==> config.mk <==
export PLATFORM = sky130hd
export DESIGN_NAME = mod_counter
export DESIGN_NICKNAME = d
export VERILOG_FILES = /design/src/rtl/mod_counter_pkg.sv /design/src/rtl/tick_prescaler.sv /design/src/rtl/mod_counter.sv
export SDC_FILE = /design/constraint.sdc
export NUM_CORES = 1
export LEC_CHECK = 0
export CORE_AREA = 4 4 41 43
export CTS_BUF_LIST = sky130_fd_sc_hd__clkbuf_2 sky130_fd_sc_hd__clkbuf_4 sky130_fd_sc_hd__clkbuf_8
export DETAILED_ROUTE_END_ITERATION = 10
export DIE_AREA = 0 0 45 47
export PLACE_DENSITY_LB_ADDON = 0.25
export SYNTH_ARGS = -nofsm -noshare
export SYNTH_HDL_FRONTEND = slang
export SYNTH_HIERARCHICAL = 1
export SYNTH_SLANG_ARGS = --single-unit
==> constraint.sdc <==
create_clock -name clk -period 1.5 [get_ports clk]
set_input_delay 0.225 -clock clk [delete_from_list [all_inputs] [get_ports clk]]
set_output_delay 0.225 -clock clk [all_outputs]
set_load 0.01 [all_outputs]
==> src/rtl/mod_counter_pkg.sv <==
// Shared definitions for mod_counter: the saturation-mode constants and a
// constant-foldable ceiling log2 used to size the prescaler phase register.
package mod_counter_pkg;

   localparam int SAT_WRAP = 0;
   localparam int SAT_HOLD = 1;

   function automatic int clog2(input int value);
      int result;
      result = 0;
      while ((1 << result) < value) begin
         result++;
      end
      return result;
   endfunction

endpackage

==> src/rtl/tick_prescaler.sv <==
// Enable prescaler: raises tick on every PRESCALE-th enabled cycle. The phase
// holds while en is low and returns to 0 on restart.
module tick_prescaler
   import mod_counter_pkg::*;
#(
   parameter int PRESCALE = 1
) (
   input  logic clk,
   input  logic reset,
   input  logic en,
   input  logic restart,
   output logic tick
);

   // With PRESCALE == 1 the phase stays pinned at 0, so tick reduces to en.
   localparam int PW = (clog2(PRESCALE) < 1) ? 1 : clog2(PRESCALE);
   localparam logic [PW-1:0] LAST = PW'(PRESCALE - 1);

   logic [PW-1:0] phase;

   assign tick = en && (phase == LAST);

   // NOTE: sequential state uses <= so every register samples pre-edge values.
   always_ff @(posedge clk or negedge reset) begin
      if (!reset) begin
         phase <= '0;
      end else if (restart) begin
         phase <= '0;
      end else if (en) begin
         phase <= (phase == LAST) ? '0 : phase + PW'(1);
      end
   end

endmodule

==> src/rtl/mod_counter.sv <==
// WIDTH-bit up/down modulo counter with enable, clear/load, optional saturation,
// input prescaler and a one-cycle ovf pulse for cascading.
module mod_counter
   import mod_counter_pkg::*;
#(
   parameter int WIDTH    = 4,
   parameter int MAX      = 2**WIDTH - 1,
   parameter int SATURATE = SAT_WRAP,
   parameter int PRESCALE = 1
) (
   input  logic             clk,
   input  logic             reset,
   input  logic             en,
   input  logic             up,
   input  logic             clear,
   input  logic             load,
   input  logic [WIDTH-1:0] load_val,
   output logic [WIDTH-1:0] count,
   output logic             ovf,
   output logic             at_max,
   output logic             at_min
);

   localparam logic [WIDTH-1:0] MAX_V = WIDTH'(MAX);
   localparam logic [WIDTH-1:0] ONE   = WIDTH'(1);

   logic             tick;
   logic [WIDTH-1:0] count_d;
   logic             ovf_d;

   tick_prescaler #(
      .PRESCALE (PRESCALE)
   ) u_prescaler (
      .clk     (clk),
      .reset   (reset),
      .en      (en),
      .restart (clear | load),
      .tick    (tick)
   );

   assign at_max = (count == MAX_V);
   assign at_min = (count == '0);

   // Boundaries are compared before stepping so nothing ever exceeds WIDTH bits
   // and a non-power-of-two MAX wraps exactly at MAX.
   always_comb begin
      // NOTE: defaults first so every path assigns; otherwise a latch is inferred.
      count_d = count;
      ovf_d   = 1'b0;
      if (clear) begin
         count_d = '0;
      end else if (load) begin
         count_d = (load_val > MAX_V) ? MAX_V : load_val;
      end else if (tick) begin
         if (up) begin
            if (count == MAX_V) begin
               count_d = (SATURATE == SAT_HOLD) ? MAX_V : '0;
               ovf_d   = 1'b1;
            end else begin
               count_d = count + ONE;
            end
         end else begin
            if (count == '0) begin
               count_d = (SATURATE == SAT_HOLD) ? '0 : MAX_V;
               ovf_d   = 1'b1;
            end else begin
               count_d = count - ONE;
            end
         end
      end
   end

   always_ff @(posedge clk or negedge reset) begin
      if (!reset) begin
         count <= '0;
         ovf   <= 1'b0;
      end else begin
         count <= count_d;
         ovf   <= ovf_d;
      end
   end

endmodule

==> results of run 1 <==
[metal layers]
| metal | up-vias | track usage | part of all wire |
|---|---|---|---|
| met1 | 211 | 0.125 | 0.40 |
| met3 | 0 | 0.0498 | 0.095 |
| met4 | 0 | 0 | 0 |
| li1 | 234 | - | - |
| met2 | 17 | 0.232 | 0.51 |
| met5 | - | 0 | 0 |
[registers in the layout, summed over array words and instances, names as in the netlist]
signal / flops
count: 4
ovf: 1
[metrics by stage]
step / area (sq um) / worst slack [ns] / TNS (ns) / util / std cells
2_1_floorplan: 434 / 0.0955 / 0 / - / 52
3_3_place_gp: 659 / -0.0602 / -0.256 / 0.507 / 88
3_5_place_dp: 659 / -0.0688 / -0.242 / 0.507 / 88
4_1_cts: 716 / -0.0326 / -0.0689 / 0.550 / 92
5_1_grt: 732 / -0.0427 / -0.110 / 0.563 / 93
6_report: 732 / 0.0202 / 0 / 0.563 / 93
[layout by cell type, fill, tap and decap left out, types with 2 or more instances in the layout]
master and count:
nor2_1 4, dfrtp_1 4, clkdlybuf4s50_1 12, a21oi_1 4
inv_2 2, clkbuf_4 4, mux2i_1 2, nand2_1 3
buf_4 9, inv_1 5
[worst max path at each step]
stage                         startpoint                   end  slack, ns  cells past startpoint
floorplan           count[0]$_DFFE_PN0P_  count[3]$_DFFE_PN0P_        0.1                      6
global placement                      up  count[1]$_DFFE_PN0P_      -0.06                      6
detailed placement                    up  count[1]$_DFFE_PN0P_      -0.07                      6
CTS                 count[0]$_DFFE_PN0P_                at_min      -0.03                      5
global route        count[1]$_DFFE_PN0P_  count[3]$_DFFE_PN0P_      -0.04                      6
finish              count[3]$_DFFE_PN0P_              count[3]       0.02                      1
[kinds of logic (layout without fill, tap and decap cells)]
kind of cell    after synthesis  in the layout  synth area share
xor+xnor                      2              2            0.0404
simple gates                 16             16             0.213
buf+inv                      11             37             0.110
compound gates               14             14             0.245
fa+ha+maj                     2              2            0.0576
mux                           2              2            0.0461
flops                         5              5             0.288
[what timing repair did]
item                       in CTS  in global routing
setup endpoints to repair       5                  6
setup buffers                   0                  1
pin swaps                       2                  4
resized for setup              11                  9
hold buffers                    0                  0
[where the power goes]
part	switching (W)	total, W	leakage, nW	internal (W)
clock	0.0000533	0.000172	0.0184	0.000118
combinational	0.0000877	0.000204	0.274	0.000116
sequential	0.0000148	0.000160	0.0643	0.000145
[Yosys cell counts]
library cell	instances
a21oi_1	4
and4b_1	1
xor2_1	1
a21oi_2	1
nand2b_2	2
mux2i_1	2
dfrtp_1	5
a311o_1	1
inv_1	7
a31oi_1	1
ha_1	2
buf_2	2
or2_2	1
nor2b_1	1
o31a_1	1
o311a_1	1
clkbuf_1	1
o31ai_1	2
xnor2_1	1
a221oi_2	1
and3_2	1
nor2_1	4
buf_4	1
nand2_1	3
nor3_1	1
o21a_1	1
nand3_1	1
and4_1	1
o21ai_0	1
[layout make-up]
type                       count  area share
inverter                       7      0.0359
tap                           15      0.0256
timing repair buffer          26       0.315
sequential                     5       0.173
clock buffer                   4      0.0410
multi-input combinational     36       0.410
==> flow_metrics.py, run 1 <==
metrics = {
    "sta": {
        "setup_viol": 0,
        "timing_hold_violations_final": 0,
        "finalHoldWorstSlack_ns": 0.199,
        "final.setup_skew_ns": 0.00454,
        "fmax_mhz": 676,
        "setup_repair_after_global_routing_missed_its_margin": "true",
        "max_slew.worst_pin.slew_ns": 0.303,
        "fin_crit_ns": 1.48,
        "finalCritPeriodShare": 0.987,
        "maxSlewHeadroom": 0.797,
        "final-max-slew-violation-count": 0,
    },
    "final_layout": {
        "multiInputGateArea_sq_um": 300,
        "fillers": 128,
        "num_antenna_cells": 0,
        "sequential_cell_area_sq_um": 126,
        "nets": 91,
        "layout-drive-gt1-share": 0.372,
        "layout-area-overhead-vs-synth_pct": 68.6,
    },
    "min_path": {
        "worst_hold_path_type": "in2async",
    },
    "critical_path": {
        "critical_path.endpoint_type": "primary output",
        "critical_path_class": "reg2out",
        "r2r_setup_slack_ns": 0.04,
        "worst_r2r_endpoint": "count[3]$_DFFE_PN0P_",
        "largest_fanout_on_the_critical_path": 7,
        "worstReg2RegStart": "count[1]$_DFFE_PN0P_",
        "slowest_stage_delay_on_critical_path_ns": 0.58,
        "reg2regPathDepth": 6,
        "path_delay_family": "buffers and inverters",
        "timing.critical_path.buf_inv": 1,
        "worst_path_max_delay_cell": "clkdlybuf4s50_1",
        "crit_arrival_ns": 1.25,
        "wp_data_required_ns": 1.27,
        "crit_chain": "clkdlybuf4s50_1",
        "worst_setup_path_start_kind": "flop",
    },
    "power_and_ir_drop": {
        "finalPower_w": 0.000536,
        "power_density_mw_per_mm2": 732,
        "peakVddDrop_mv": 0.743,
        "static-leakage-power_nw": 0.357,
    },
    "clock_tree": {
        "clk_pin_slew_worst_paths_ns": 0.04,
        "cts_max_level": 1,
        "total_clock_buffers_created_by_cts": 3,
        "cts_tree": "done",
        "cts.sink_count": 5,
        "cts.path.max_buffers": 2,
        "worstSkewPairLatency_ns": 0.24,
        "cts-root-buf": "clkbuf_4",
    },
    "drt": {
        "vias": 462,
        "drt-wirelength-per-cell_microns": 12.3,
        "ant_nets": 0,
        "drt_wl_total_microns": 1140,
        "drtPass1Iterations": 4,
        "via_per_inst": 4.97,
        "drc_errors": 0,
        "drt-initial-drc-count": 5,
    },
    "yosys": {
        "synthCells": 52,
        "total_of_flip_flops_plus_latches_after_synthesis": 5,
        "synth-seq-area-share": 0.288,
        "synth_area_per_cell_sq_um": 8.35,
        "mappedNetlistNets": 64,
        "synth.area.top_cells": "dfrtp_1 29%, inv_1 6.1%, ha_1 5.8%",
        "synthDominantAreaCellType": "dfrtp_1",
        "netlist-cell-type-count": 29,
        "yosys.area.top_type_share": 0.288,
        "mapped_cell_area_sq_um": 434,
        "synth.yosys.warnings": 6,
    },
    "place": {
        "gpl.final_weighted_congestion": 0.800,
        "placement.io_buffers": 16,
        "dp_hpwl_microns": 846,
    },
    "flow_run": {
        "cap_violations": 0,
    },
    "run_status": {
        "outcome": "completed",
    },
    "global_route": {
        "grt_pass1_vias": 445,
        "gr-usage-all-layers": 0.118,
        "grt_pass1_wl_microns": 1790,
        "initial_antenna_violation_count": 0,
        "grt_max_degree": 9,
        "globalRoute.totalOverflow": 0,
    },
    "die": {
        "die-area_sq_mm": 0.00212,
        "core.rowCount": 13,
        "die-width_microns": 45,
        "core_area_sq_mm": 0.00130,
        "die_h_microns": 47,
        "initial_core_utilization": 0.334,
        "top_level_ports": 17,
    },
}
(Power assumes the default switching activity.)
==> run 2, diff against run 1 <==
Settings changed: CAP_MARGIN from default to 30, CELL_PAD_IN_SITES_DETAIL_PLACEMENT from default to 1, CELL_PAD_IN_SITES_GLOBAL_PLACEMENT from default to 1, CORE_AREA 4 4 41 43 to default, CORE_MARGIN from default to 4, CORE_UTILIZATION from default to 31, DIE_AREA 0 0 45 47 to default.
==> run 2 against run 1 <==
Compared with the run above: combinational power up 7%; cell count up 3.2%; via count up 7.8%; clock skew up 0.0053 ns; sequential share of layout area down 0.92 points; critical path depth up 6; highest routed layer is now met4; wire length up 17%; count of clock-buffer cells in the layout down 1; core utilization up 2.4 points.
==> flow_metrics.py, run 2 (synthesized netlist as in run 1, its figures left out) <==
metrics = {
    "run_status": {
        "outcome": "completed",
    },
    "critical_path": {
        "worst_setup_path_start_kind": "flop",
        "largest_fanout_on_the_critical_path": 3,
        "crit_arrival_ns": 1.64,
        "wp_data_required_ns": 1.64,
        "slowest_stage_delay_on_critical_path_ns": 0.41,
        "worst_path_max_delay_cell": "dfrtp_1",
        "critical_path_class": "reg2reg",
        "critical_path.endpoint_type": "flop",
        "crit_chain": "buf_4, ha_4, buf_6, mux2i_1, nor2_1, xor2_1, o21a_1",
    },
    "drt": {
        "vias": 498,
        "drt-wirelength-per-cell_microns": 13.9,
        "drc_errors": 0,
        "ant_nets": 0,
        "drt-initial-drc-count": 8,
        "drtPass1Iterations": 4,
        "drt_wl_total_microns": 1340,
        "via_per_inst": 5.19,
    },
    "sta": {
        "max_slew.worst_pin.slew_ns": 0.314,
        "maxSlewHeadroom": 0.790,
        "finalHoldWorstSlack_ns": 0.201,
        "fin_crit_ns": 1.49,
        "timing_hold_violations_final": 0,
        "setup_viol": 0,
        "finalWorstSetupSlack_ns": 0.00531,
        "finalCritPeriodShare": 0.996,
        "final-max-slew-violation-count": 0,
        "totalNegativeSetupSlack_ns": 0,
        "setup_repair_after_global_routing_missed_its_margin": "true",
        "final.setup_skew_ns": 0.00983,
        "fmax_mhz": 669,
    },
    "die": {
        "core_area_sq_mm": 0.00132,
        "core.rowCount": 13,
        "top_level_ports": 17,
        "die-width_microns": 45.4,
        "die-area_sq_mm": 0.00206,
        "initial_core_utilization": 0.330,
        "die_h_microns": 45.4,
    },
    "power_and_ir_drop": {
        "p_switching_w": 0.000175,
        "sequentialPowerShare": 0.296,
        "static-leakage-power_nw": 0.358,
        "peakVddDrop_mv": 0.420,
        "power.combinational.fraction": 0.405,
        "internal_power_w": 0.000364,
        "clock_power_share": 0.300,
        "sw_frac_of_total": 0.324,
        "power_density_mw_per_mm2": 697,
    },
    "global_route": {
        "grt_pass1_vias": 536,
        "globalRoute.totalOverflow": 0,
        "grt_pass1_wl_microns": 2240,
        "grt_max_degree": 8,
        "initial_antenna_violation_count": 0,
        "gr-usage-all-layers": 0.153,
    },
    "clock_tree": {
        "worstSkewPairLatency_ns": 0.25,
        "cts_tree": "done",
        "post_cts_hold_buffer_count": 0,
        "total_clock_buffers_created_by_cts": 3,
        "cts_max_level": 1,
        "cts.sink_count": 5,
        "clk_pin_slew_worst_paths_ns": 0.05,
        "cts-root-buf": "clkbuf_4",
        "cts.path.max_buffers": 2,
    },
    "final_layout": {
        "nets": 94,
        "largestRegisters": "count: 4 flops, ovf: 1 flops",
        "largest_register_ff_count": 4,
        "finalInstanceArea_sq_um": 773,
        "most_frequent_standard_cell_in_the_layout_excluding_fill_and_tap_cells": "clkdlybuf4s50_1",
        "num_antenna_cells": 0,
        "fillers": 153,
        "layout-drive-gt1-share": 0.407,
        "layout-area-overhead-vs-synth_pct": 78.1,
        "largest_register_by_flop_count": "count",
        "most-common-layout-cells": "11 x clkdlybuf4s50_1, 10 x buf_4, 5 x inv_1",
    },
    "place": {
        "gpl.final_weighted_congestion": 0.803,
        "placement.io_buffers": 16,
        "dp_hpwl_microns": 1090,
        "place_worst_setup_slack_ns": -0.0939,
        "detailed_place.area_sq_um": 674,
    },
    "flow_run": {
        "cap_violations": 0,
    },
    "min_path": {
        "worst_hold_path_type": "in2async",
    },
}
[run 2: timing repair]
action,in CTS,in global routing
gates resized for setup,14,14
buffers inserted,1,1
setup endpoints to repair,7,8
gates cloned,0,0
pin swaps,3,7
[run 2: metrics by stage]
step / std cells / util / power [W]
after floorplan: 52 / - / 0.000250
after detailed placement: 90 / 0.512 / 0.000354
after global routing: 96 / 0.587 / 0.000576
after CTS: 95 / 0.547 / 0.000517
after global placement: 90 / 0.512 / 0.000349
final: 96 / 0.587 / 0.000539
[run 2: critical path, delay by kind of cell (launching register included)]
kind / cells / cell delay (ns)
flip-flops: 1 / 0.41
multiplexers: 1 / 0.14
AO/OA/AOI/OAI: 1 / 0.19
AND/OR/NAND/NOR: 1 / 0.08
adder cells (fa/ha/maj): 1 / 0.15
buffers and inverters: 2 / 0.27
XOR/XNOR: 1 / 0.15
[run 2: metal layers]
| metal | vias to the layer above | GRT usage | share of wire |
|---|---|---|---|
| met5 | - | 0 | 0 |
| met4 | 0 | 0.105 | 0.043 |
| met3 | 7 | 0.0158 | 0.061 |
| met2 | 22 | 0.270 | 0.53 |
| met1 | 231 | 0.169 | 0.36 |
| li1 | 238 | - | - |
[run 2: final timing paths]
kind	start	endpoint	slack (ns)	depth (start not counted)
worst min-delay path	reset	count[2]$_DFFE_PN0P_	0.20	1
max in group asynchronous	reset	count[3]$_DFFE_PN0P_	1.08	1
worst max register to register	count[1]$_DFFE_PN0P_	count[2]$_DFFE_PN0P_	0.005	7
worst min register to register	count[0]$_DFFE_PN0P_	count[0]$_DFFE_PN0P_	0.72	2
worst max-delay path	count[1]$_DFFE_PN0P_	count[2]$_DFFE_PN0P_	0.005	7
min in group clk	load_val[0]	count[0]$_DFFE_PN0P_	0.54	3
[run 2: power groups by stage]
stage,Combinational [W],Clock [W],Sequential [W]
2_1_floorplan,0.0000868,0,0.000163
3_3_place_gp,0.000192,0,0.000158
3_5_place_dp,0.000195,0,0.000160
6_report,0.000218,0.000162,0.000159
4_1_cts,0.000196,0.000164,0.000157
5_1_grt,0.000241,0.000174,0.000161
[run 2: area by class of cell]
| class | count | area [sq um] | share of cell area |
|---|---|---|---|
| clock buffers | 3 | 22.5 | 0.0291 |
| clock inverters | 1 | 5.00 | 0.00647 |
| inverters | 7 | 26.3 | 0.0340 |
| multi-input cells | 36 | 312 | 0.403 |
| flip-flops and latches | 5 | 126 | 0.163 |
| well taps | 15 | 18.8 | 0.0243 |
| repair buffers | 29 | 263 | 0.340 |
